`config.mk`:
```
export PLATFORM = sky130hd
export DESIGN_NAME = mem_arbiter
export DESIGN_NICKNAME = d
export VERILOG_FILES = /design/src/rtl/mem_arbiter_pkg.sv /design/src/rtl/mem_arb_slot.sv /design/src/rtl/mem_arbiter.sv
export SDC_FILE = /design/constraint.sdc
export NUM_CORES = 1
export LEC_CHECK = 0
export CAP_MARGIN = 25
export CELL_PAD_IN_SITES_DETAIL_PLACEMENT = 2
export CELL_PAD_IN_SITES_GLOBAL_PLACEMENT = 2
export CORE_MARGIN = 1
export CORE_UTILIZATION = 29
export DETAILED_ROUTE_END_ITERATION = 10
export GPL_TIMING_DRIVEN = 0
export PLACE_DENSITY = 0.82
export SYNTH_ARGS = -nofsm -noshare
export SYNTH_HDL_FRONTEND = slang
export SYNTH_SLANG_ARGS = --single-unit
```
`constraint.sdc`:
```
create_clock -name clk -period 3.4 [get_ports clk]
set_input_delay 0.85 -clock clk [delete_from_list [all_inputs] [get_ports clk]]
set_output_delay 0.85 -clock clk [all_outputs]
set_load 0.02 [all_outputs]
```
`src/rtl/mem_arbiter_pkg.sv`:
```
// Shared constants for the two-port memory arbiter: FSM encodings, default
// widths and the byte-length codes understood by the memory controller.
package mem_arbiter_pkg;

    typedef enum logic [1:0] {
        ST_IDLE   = 2'd0,
        ST_WAIT_I = 2'd1,
        ST_WAIT_D = 2'd2
    } arb_state_e;

    localparam int ARB_ADDR_W = 32;
    localparam int ARB_DATA_W = 32;

    localparam logic [2:0] LEN_B = 3'd1;
    localparam logic [2:0] LEN_H = 3'd2;
    localparam logic [2:0] LEN_W = 3'd4;

endpackage

```
`src/rtl/mem_arb_slot.sv`:
```
// One-entry holding register. Clear has priority over load so a flush or
// grant always wins over a same-cycle capture.
module mem_arb_slot #(
    parameter int W = 32
) (
    input  logic         clk,
    input  logic         rst,
    input  logic         load_i,
    input  logic         clear_i,
    input  logic [W-1:0] data_i,
    output logic         valid_o,
    output logic [W-1:0] data_o
);

    logic         valid_q;
    logic [W-1:0] data_q;

    always_ff @(posedge clk) begin
        if (rst) begin
            valid_q <= 1'b0;
            data_q  <= '0;
        end else if (clear_i) begin
            valid_q <= 1'b0;
        end else if (load_i) begin
            valid_q <= 1'b1;
            data_q  <= data_i;
        end
    end

    assign valid_o = valid_q;
    assign data_o  = data_q;

endmodule

```
`src/rtl/mem_arbiter.sv`:
```
// Fetch/data arbiter in front of the byte-serial memory controller: one slot
// per port, data-first priority with a starvation cap for pending fetches.
module mem_arbiter
    import mem_arbiter_pkg::*;
#(
    parameter int ADDR_W       = ARB_ADDR_W,
    parameter int DATA_W       = ARB_DATA_W,
    parameter int STARVE_LIMIT = 4
) (
    input  logic              clk,
    input  logic              rst,
    input  logic              if_req,
    input  logic [ADDR_W-1:0] if_addr,
    output logic              if_ack,
    output logic              if_valid,
    output logic [DATA_W-1:0] if_inst,
    input  logic              flush,
    input  logic              d_req,
    input  logic              d_we,
    input  logic [ADDR_W-1:0] d_addr,
    input  logic [DATA_W-1:0] d_wdata,
    input  logic [2:0]        d_len,
    input  logic              d_signed,
    output logic              d_ack,
    output logic              d_done,
    output logic [DATA_W-1:0] d_rdata,
    output logic              mc_ifetch,
    output logic              mc_load,
    output logic              mc_save,
    output logic [ADDR_W-1:0] mc_iaddr,
    output logic [ADDR_W-1:0] mc_addr,
    output logic [DATA_W-1:0] mc_wdata,
    output logic [2:0]        mc_len,
    output logic              mc_signed,
    input  logic              mc_inst_valid,
    input  logic [DATA_W-1:0] mc_inst,
    input  logic              mc_done,
    input  logic [DATA_W-1:0] mc_rdata
);

    localparam int CNT_W = $clog2(STARVE_LIMIT + 1);
    localparam int DS_W  = 1 + ADDR_W + DATA_W + 3 + 1;

    arb_state_e        state_q, state_d;
    logic [CNT_W-1:0]  starve_q, starve_d;
    logic              drop_q, drop_d;
    logic              gnt_i, gnt_d, i_avail;

    logic              i_vld, d_vld;
    logic [ADDR_W-1:0] i_addr;
    logic [DS_W-1:0]   d_slot;
    logic              s_we, s_signed;
    logic [ADDR_W-1:0] s_addr;
    logic [DATA_W-1:0] s_wdata;
    logic [2:0]        s_len;

    logic              if_valid_q, d_done_q, cur_we_q;
    logic              mc_ifetch_q, mc_load_q, mc_save_q, mc_signed_q;
    logic [DATA_W-1:0] if_inst_q, d_rdata_q, mc_wdata_q;
    logic [ADDR_W-1:0] mc_iaddr_q, mc_addr_q;
    logic [2:0]        mc_len_q;

    // A flushed fetch must not be granted in the same cycle it is cancelled.
    assign i_avail = i_vld & ~flush;
    assign if_ack  = if_req & ~i_vld & ~flush & ~gnt_i;
    assign d_ack   = d_req & ~d_vld & ~gnt_d;

    mem_arb_slot #(.W(ADDR_W)) u_islot (
        .clk(clk), .rst(rst), .load_i(if_ack), .clear_i(gnt_i | flush),
        .data_i(if_addr), .valid_o(i_vld), .data_o(i_addr)
    );

    mem_arb_slot #(.W(DS_W)) u_dslot (
        .clk(clk), .rst(rst), .load_i(d_ack), .clear_i(gnt_d),
        .data_i({d_we, d_addr, d_wdata, d_len, d_signed}),
        .valid_o(d_vld), .data_o(d_slot)
    );

    assign {s_we, s_addr, s_wdata, s_len, s_signed} = d_slot;

    always_ff @(posedge clk) begin
        if (rst) begin
            state_q  <= ST_IDLE;
            starve_q <= '0;
            drop_q   <= 1'b0;
        end else begin
            state_q  <= state_d;
            starve_q <= starve_d;
            drop_q   <= drop_d;
        end
    end

    always_comb begin
        state_d = state_q;
        case (state_q)
            ST_IDLE:   if (gnt_d) state_d = ST_WAIT_D;
                       else if (gnt_i) state_d = ST_WAIT_I;
            ST_WAIT_I: if (mc_inst_valid) state_d = ST_IDLE;
            ST_WAIT_D: if (mc_done) state_d = ST_IDLE;
            default:   state_d = ST_IDLE;
        endcase
    end

    always_comb begin
        gnt_d    = 1'b0;
        gnt_i    = 1'b0;
        starve_d = starve_q;
        drop_d   = drop_q;
        if (state_q == ST_IDLE) begin
            gnt_d = d_vld & (~i_avail | (starve_q != CNT_W'(STARVE_LIMIT)));
            gnt_i = i_avail & ~gnt_d;
        end
        if (gnt_i || !i_vld)
            starve_d = '0;
        else if (gnt_d && starve_q != CNT_W'(STARVE_LIMIT))
            starve_d = starve_q + 1'b1;
        // Drop is armed only while a fetch is in flight; its completion retires it.
        if (state_q == ST_WAIT_I) begin
            if (mc_inst_valid)
                drop_d = 1'b0;
            else if (flush)
                drop_d = 1'b1;
        end else begin
            drop_d = 1'b0;
        end
    end

    always_ff @(posedge clk) begin
        if (rst) begin
            mc_ifetch_q <= 1'b0;
            mc_load_q   <= 1'b0;
            mc_save_q   <= 1'b0;
            mc_iaddr_q  <= '0;
            mc_addr_q   <= '0;
            mc_wdata_q  <= '0;
            mc_len_q    <= '0;
            mc_signed_q <= 1'b0;
            cur_we_q    <= 1'b0;
            d_done_q    <= 1'b0;
            d_rdata_q   <= '0;
            if_valid_q  <= 1'b0;
            if_inst_q   <= '0;
        end else begin
            mc_ifetch_q <= gnt_i;
            mc_load_q   <= gnt_d & ~s_we;
            mc_save_q   <= gnt_d & s_we;
            if (gnt_i)
                mc_iaddr_q <= i_addr;
            if (gnt_d) begin
                mc_addr_q   <= s_addr;
                mc_wdata_q  <= s_wdata;
                mc_len_q    <= s_len;
                mc_signed_q <= s_signed;
                cur_we_q    <= s_we;
            end
            d_done_q <= (state_q == ST_WAIT_D) & mc_done;
            if (state_q == ST_WAIT_D && mc_done)
                d_rdata_q <= cur_we_q ? '0 : mc_rdata;
            if_valid_q <= (state_q == ST_WAIT_I) & mc_inst_valid & ~drop_q & ~flush;
            if (state_q == ST_WAIT_I && mc_inst_valid && !drop_q && !flush)
                if_inst_q <= mc_inst;
        end
    end

    assign if_valid  = if_valid_q;
    assign if_inst   = if_inst_q;
    assign d_done    = d_done_q;
    assign d_rdata   = d_rdata_q;
    assign mc_ifetch = mc_ifetch_q;
    assign mc_load   = mc_load_q;
    assign mc_save   = mc_save_q;
    assign mc_iaddr  = mc_iaddr_q;
    assign mc_addr   = mc_addr_q;
    assign mc_wdata  = mc_wdata_q;
    assign mc_len    = mc_len_q;
    assign mc_signed = mc_signed_q;

endmodule
```
# Word-level counts from Yosys, hierarchy flattened
# Cells that the tools add are included.
# word_totals
output_inout_bits	171
memories	0
latchBits	0
romBits	0
register_bits	279
ramBits	0
inputBits	172
# classes
add_sub_neg	1
shifts	0
div	0
order_cmp	0
n_mul	0
n_reduce_logical	17
muxes	8
eq_ne	6
bitwise	27
# ops
cell	n
2-to-1 mux 32 bit	1
bitwise AND 1 bit	14
NOT 1 bit	11
2-to-1 mux 2 bit	4
inequality test 3 bit, second input constant	2
case mux 2 bit (3 select lines)	1
OR reduction 2 bit	3
logical AND 1 bit	5
inequality test 2 bit, second input constant	2
AND reduction 2 bit	2
adder 3 x 1 -> 3 bit, second input constant	1
zero test 1 bit	3
AND reduction 3 bit	1
OR reduction 3 bit	1
equality test 2 x 1 -> 1 bit, second input constant	1
equality test 2 bit, second input constant	1
zero test 2 bit	1
2-to-1 mux 1 bit	2
bitwise OR 1 bit	2
logical OR 1 bit	1

# Logic depth before layout (Yosys ltp)
# Gate-level depths: netlist (run 1).
# logic_depth
ltp_word	11
depth_mapped	7

# By module
# A second synthesis (run 1) with hierarchy kept.
# unflattened
hier_cells	1207
hier_area_um2	11322.1
# modules_own_cells
mod	cells_per_inst	area_each_um2	instances	seq_area_each_um2
mem_arbiter	743	6655.1	1	3523.4
mem_arb_slot at u_dslot	316	3183.1	1	1401.3
mem_arb_slot at u_islot	148	1483.9	1	660.6

# Worst setup path after synthesis (run 1)
# No wires, ideal clock.
# synth_path
kind	input-to-output
from	input d_req
to	output d_ack
n_path_buf	2
path_slack_ns	1.060
arrival_time_ns	1.490
required_ns	2.550
cell_stages	4
cell_sequence	nand2b_1 > buf_2 > inv_2 > clkbuf_1
# synth_via
elab_chain_cells	2
# synth_rtl
item	line_no	rtl
from (decl)	mem_arbiter.sv:18	input logic d_req,
bitwise AND 1 bit (2 in series)	mem_arbiter.sv:66	assign d_ack = d_req & ~d_vld & ~gnt_d;
to (decl)	mem_arbiter.sv:24	output logic d_ack,
# Every way passes these cells.

# Worst setup path after layout (run 1)
# Same ends and word-level chain as after synthesis.

==> flow_summary_export.csv, run 1 <==
group,metric,value,unit
synth,post_synth_num_cell_types,38,
timing,drv_slew,0,
global_routing,grt_pass1_wl,60600,µm
finish,syn2layout_area_growth,47.4,%
timing,final-setup-viol-count,0,
floorplanning,die_y,191,µm
clock_network,cts_root_buf,"clkbuf_16",
synth,yosysMostFrequentCell,"dfxtp_1",
global_routing,grt_pass1_vias,10769,
run,max_cap_viol_count,0,
finish,final_core_util,0.440,
drt,routed-via-count,9779,
floorplanning,num_rows,68,
critical_path,slowest_delay,0.64,ns
critical_path,path_max_fanout,16,
clock_network,cts_hold_buf,0,
critical_path,critPathMostFrequentCell,"clkdlybuf4s50_1",
global_routing,grt_max_degree,17,
drt,dr.first_iter.drc_count,336,
power_and_ir_drop,p_leak,5.36,nW
drt,dr.pass1.iters,4,
synth,synth_common_cells,"dfxtp_1 (279), a21oi_1 (172), nand2_1 (141)",
floorplanning,die-width,191,µm
status,outcome,"finished clean",
clock_network,clk-insertion-delay-late,0.55,ns
timing,hold_viol_final,0,
place,hpwl,29100,µm
finish,layout-drive-gt1-share,0.0841,
timing,rsz0062_at_grt,"no",
synth,ys.flop_type,"dfxtp_1",
global_routing,antenna_found_initial,3,
floorplanning,initial_core_util,0.298,
timing,clock_skew,0.00695,ns
hold_path,hold_path_class,"reg -> reg",
synth,synth_area_per_cell,9.12,µm²
floorplanning,dieArea,0.0366,mm²
timing,tns,0,ns
finish,nets,1686,
synth,postSynthNetCount,1314,
timing,period_share,0.959,
clock_network,clock_path_buffers,3,
critical_path,crit_arrival,2.41,ns
drt,postRouteWirelength,39900,µm
timing,worst_pin_slew,0.941,ns
power_and_ir_drop,power_per_cell_area,486,mW/mm²
critical_path,worstSetupPathType,"in -> out",
global_routing,grt.overflow.total,0,
clock_network,numCtsBuffers,31,
critical_path,cp-end-kind,"primary output",
power_and_ir_drop,irDropWorstVdd,347,µV
global_routing,grt.total_usage,0.212,
place,numPortBuffers,340,
floorplanning,core_area,0.0349,mm²
synth,synth-edff-count,0,
clock_network,clock_sinks,279,
clock_network,cts_setup_buffers,0,
clock_network,h-tree-depth,1,
clock_network,cts.clk_slew.worst_paths,0.06,ns
critical_path,crit_chain,"clkdlybuf4s50_1 > nand2b_1 > buf_2 > inv_4 > clkdlybuf4s50_1",
floorplanning,pin_count,343,
timing,min_period,3.26,ns
drt,wire_per_inst,20.0,µm
drt,drc,0,
synth,syn_inst,1140,
synth,ys_warn_count,0,
drt,viasPerCell,4.91,
synth,synth_top_area_share,0.537,
synth,seq_area_frac_synth,0.537,
place,gp_congestion,0.811,
synth,yosys-top-cells-area,"dfxtp_1 (54%), a21oi_1 (8.3%), mux2i_1 (6.2%)",
critical_path,setup.worst_path.start_class,"input pin",
critical_path,cp_slowest_cell,"clkdlybuf4s50_1",
critical_path,worstPathRequired,2.55,ns
synth,ys_ff_latch,279,
synth,async_flop_share,0,
timing,maxSlewHeadroom,0.368,
drt,ant_nets,0,
clock_network,cts_tree,"yes",
synth,synth_top_area_cell,"dfxtp_1",
power_and_ir_drop,p_total,0.00746,W
timing,max_freq,0.307,GHz
synth,synth_area,0.0104,mm²
flip-flops by register name, indices dropped and copies added (netlist names), 2 cells and up:
register and count:
mc_addr 32, u_islot.data_o 32, mc_iaddr 32, d_rdata 32
mc_wdata 32, starve_q 3, u_dslot.data_o 69, if_inst 32
mc_len 3, state_q 2
repair_timing:
action | in CTS | in global routing
hold endpoints to repair | 0 | 0
gates cloned | 0 | 0
resized for setup | 2 | 2
endpoints found under the setup margin | 2 | 1
pin swaps | 0 | 0
cells in the final DEF, fill, tap and decap left out, drive strengths merged, types with 2 or more instances in the layout:
cell type,Yosys,final
and4b,2,2
buf,78,78
nor3,3,3
ha,2,2
nor3b,2,2
dlygate4sd2,0,2
a22o,32,32
a211oi,4,4
a31oi,2,2
clkbuf,28,76
nor2,34,34
nand3,103,103
mux2i,64,64
nor4b,3,3
nor4,4,4
nand2b,67,67
clkinv,0,5
diode,0,2
o21ai,103,103
a21oi,172,172
clkdlybuf4s50,0,338
dfxtp,279,279
inv,7,7
nor2b,2,2
nand2,141,141
layer usage:
layer / global-route usage / share of wire / vias up
li1: - / - / 4675
met1: 0.243 / 0.40 / 4802
met2: 0.389 / 0.51 / 239
met3: 0.0492 / 0.060 / 61
met4: 0.0620 / 0.026 / 2
met5: 0 / 0.00030 / -
area by class of cell:
class                           count  area (µm²)
Fill cell                        3773       19600
Inverter                            7        28.8
Multi-Input combinational cell    748        4250
Clock buffer                       49         903
Tap cell                          455         569
Sequential cell                   279        5590
Timing Repair Buffer              340        3400
Antenna cell                        2        5.00
Buffer                            105         537
Clock inverter                      6        55.1
per-stage QoR:
stage          hold WS (ns)  worst slack (ns)  std cells  area [µm²]
6_report              0.460             0.141       1991       15300
5_1_grt               0.484            0.0400       1990       15300
4_1_cts               0.461           0.00539       1989       15300
3_5_place_dp          0.451            -0.325       1935       14400
3_3_place_gp          0.443            -0.317       1935       14400
2_1_floorplan         0.437              1.06       1140       10400
power by group:
group          total, W  switching, W  internal, W  leakage (nW)
sequential      0.00345     0.0000646      0.00338          2.27
combinational  0.000810      0.000426     0.000384          2.62
clock           0.00320       0.00132      0.00188         0.473
total           0.00746       0.00181      0.00564          5.36
critical path, delay by kind of cell:
kind | cells | cell delay, ns
buf+inv | 4 | 1.50
simple gates | 1 | 0.05
cell families (layout without fill, tap and decap cells):
family                     count (synthesis)  after routing  synth area share
and+or+nand+nor                          365            365             0.174
AOI/OAI and AO/OA                        317            317             0.171
DFF                                      279            279             0.537
buffers and inverters                    113            507            0.0545
muxes                                     64             64            0.0616
adders and majority gates                  2              2           0.00241
other                                      0              2                 0
final timing paths:
| path | startpoint | endpoint | slack [ns] | cells after the start |
|---|---|---|---|---|
| max | d_req | d_ack | 0.14 | 5 |
| min | u_dslot.data_o[67] | u_dslot.data_o[67] | 0.46 | 2 |
| max reg2reg | state_q[1] | d_rdata[18] | 1.37 | 5 |
| min reg2reg | u_dslot.data_o[67] | u_dslot.data_o[67] | 0.46 | 2 |
Note: power is estimated with default switching activity, not from simulation.
==> inputs of run 2 (changes only) <==
--- a/constraint.sdc
+++ b/constraint.sdc
@@ -3,2 +3,2 @@
 set_output_delay 0.85 -clock clk [all_outputs]
-set_load 0.02 [all_outputs]
+set_load 0.1 [all_outputs]
==> run 2 against run 1 <==
  * Setup slack improved by 0.18 ns
  * Combinational power rose by 30%
  * Register-to-register slack about the same
  * Flip-flop and latch count unchanged
  * Critical path depth unchanged
  * Critical endpoint is now if_ack
==> flow_summary_export.csv, run 2 (synthesis gave the netlist of run 1 again) <==
group,metric,value,unit
global_routing,antenna_found_initial,4,
timing,rsz0062_at_grt,"no",
critical_path,worstPathRequired,2.55,ns
clock_network,clock_sinks,279,
finish,syn2layout_area_growth,49.8,%
run,max_cap_viol_count,0,
place,gp_congestion,0.811,
drt,wire_per_inst,20.6,µm
clock_network,cts.clk_slew.worst_paths,0.06,ns
status,outcome,"finished clean",
place,numPortBuffers,340,
clock_network,cts_tree,"yes",
floorplanning,pin_count,343,
global_routing,grt.total_usage,0.221,
power_and_ir_drop,irDropWorstVdd,382,µV
critical_path,path_max_fanout,10,
drt,dr.pass1.iters,4,
place,hpwl,29300,µm
floorplanning,num_rows,68,
global_routing,grt.overflow.total,0,
power_and_ir_drop,p_total,0.00832,W
drt,viasPerCell,4.96,
finish,layout_common_cells,"clkdlybuf4s50_1 (337), dfxtp_1 (279), a21oi_1 (172)",
finish,final_common_cell,"clkdlybuf4s50_1",
critical_path,worst-path-buf-inv,4,
floorplanning,die-width,191,µm
finish,largest_register_ffs,69,
floorplanning,dieArea,0.0366,mm²
floorplanning,core_area,0.0349,mm²
finish,fill_cells,3732,
critical_path,crit_family,"buffers and inverters",
critical_path,worstSetupPathType,"in -> out",
finish,multiInputGateArea,0.00425,mm²
finish,design_area,0.0156,mm²
finish,stdcell_count,1995,
critical_path,cp_slowest_cell,"clkdlybuf4s50_1",
drt,dr.first_iter.drc_count,390,
timing,fin_ws,0.316,ns
timing,period_share,0.907,
timing,final-setup-viol-count,0,
hold_path,hold_path_class,"reg -> reg",
power_and_ir_drop,p_leak,5.50,nW
finish,nets,1690,
clock_network,clock_path_buffers,3,
power_and_ir_drop,power_per_cell_area,534,mW/mm²
finish,regArea,0.00559,mm²
critical_path,cp-end-kind,"primary output",
drt,postRouteWirelength,41100,µm
critical_path,slowest_delay,0.45,ns
clock_network,cts_setup_buffers,0,
clock_network,h-tree-depth,2,
drt,ant_nets,0,
place,dpl.cell_count,1936,
floorplanning,initial_core_util,0.298,
critical_path,setup.worst_path.start_class,"input pin",
finish,layout-drive-gt1-share,0.0930,
clock_network,clk-insertion-delay-late,0.51,ns
floorplanning,die_y,191,µm
clock_network,cts_root_buf,"clkbuf_16",
timing,hold_viol_final,0,
timing,drv_slew,0,
timing,clock_skew,0.0118,ns
critical_path,crit_chain,"clkdlybuf4s50_1 > nor3b_1 > buf_2 > buf_4 > buf_6",
global_routing,grt_pass1_vias,11006,
place,place_area,0.0144,mm²
global_routing,grt_max_degree,14,
drt,routed-via-count,9905,
critical_path,crit_arrival,2.23,ns
clock_network,numCtsBuffers,34,
timing,worst_pin_slew,1.08,ns
place,dp_slack,-0.853,ns
clock_network,cts_hold_buf,0,
timing,min_period,3.08,ns
timing,maxSlewHeadroom,0.277,
timing,max_freq,0.324,GHz
drt,drc,0,
global_routing,grt_pass1_wl,63000,µm
run 2: changes by cell type in the layout (fill, tap and decap cells not counted), sizes merged:
cell	before	now
dlygate4sd2	2	0
clkinv	5	7
clkdlybuf4s50	338	337
buf	78	81
clkbuf	76	74
dlymetal6s2s	0	1
bufinv	1	4
run 2: stage by stage:
step / TNS [ns] / hold WS, ns / utilization
CTS: 0 / 0.462 / 0.447
global placement: -1.67 / 0.443 / 0.412
detailed placement: -1.71 / 0.451 / 0.413
floorplan: 0 / 0.437 / -
finish: 0 / 0.461 / 0.447
global route: 0 / 0.481 / 0.447
run 2: what timing repair did:
action,CTS,global route
pin swaps,0,0
resized for setup,13,1
endpoints found under the setup margin,2,2
run 2: per-layer routing:
metal / GRT usage / up-vias / share of wire
li1: - / 4674 / -
met1: 0.249 / 4874 / 0.40
met2: 0.409 / 279 / 0.51
met4: 0.0641 / 2 / 0.027
met5: 0 / - / 0.00032
met3: 0.0525 / 76 / 0.062
run 2: report_power, final:
part,internal [W],switching [W]
Clock,0.00240,0.00142
Sequential,0.00338,0.0000660
Combinational,0.000385,0.000666
Total,0.00616,0.00215
run 2: final timing paths:
path                                    startpoint                  to  slack, ns  cells past startpoint
worst max-delay path                        if_req              if_ack       0.32                      5
worst max register to register          state_q[1]         d_rdata[13]       1.37                      5
worst min register to register  u_dslot.data_o[67]  u_dslot.data_o[67]       0.46                      2
worst min-delay path            u_dslot.data_o[67]  u_dslot.data_o[67]       0.46                      2
run 2: worst reg2reg max path, cell delays in order (launching register included):
cell	delay [ns]
dfxtp_1	0.35
buf_4	0.20
nand2_1	0.12
nor4_2	0.72
buf_2	0.40
a22o_1	0.19
run 2: final cells by class:
class / count / share of cell area
Sequential cell: 279 / 0.358
Multi-Input combinational cell: 748 / 0.273
Timing Repair Buffer: 341 / 0.220
Clock buffer: 47 / 0.0657
Tap cell: 455 / 0.0365
Buffer: 105 / 0.0344
Clock inverter: 11 / 0.00996
Inverter: 7 / 0.00169
Antenna cell: 2 / 0.000321
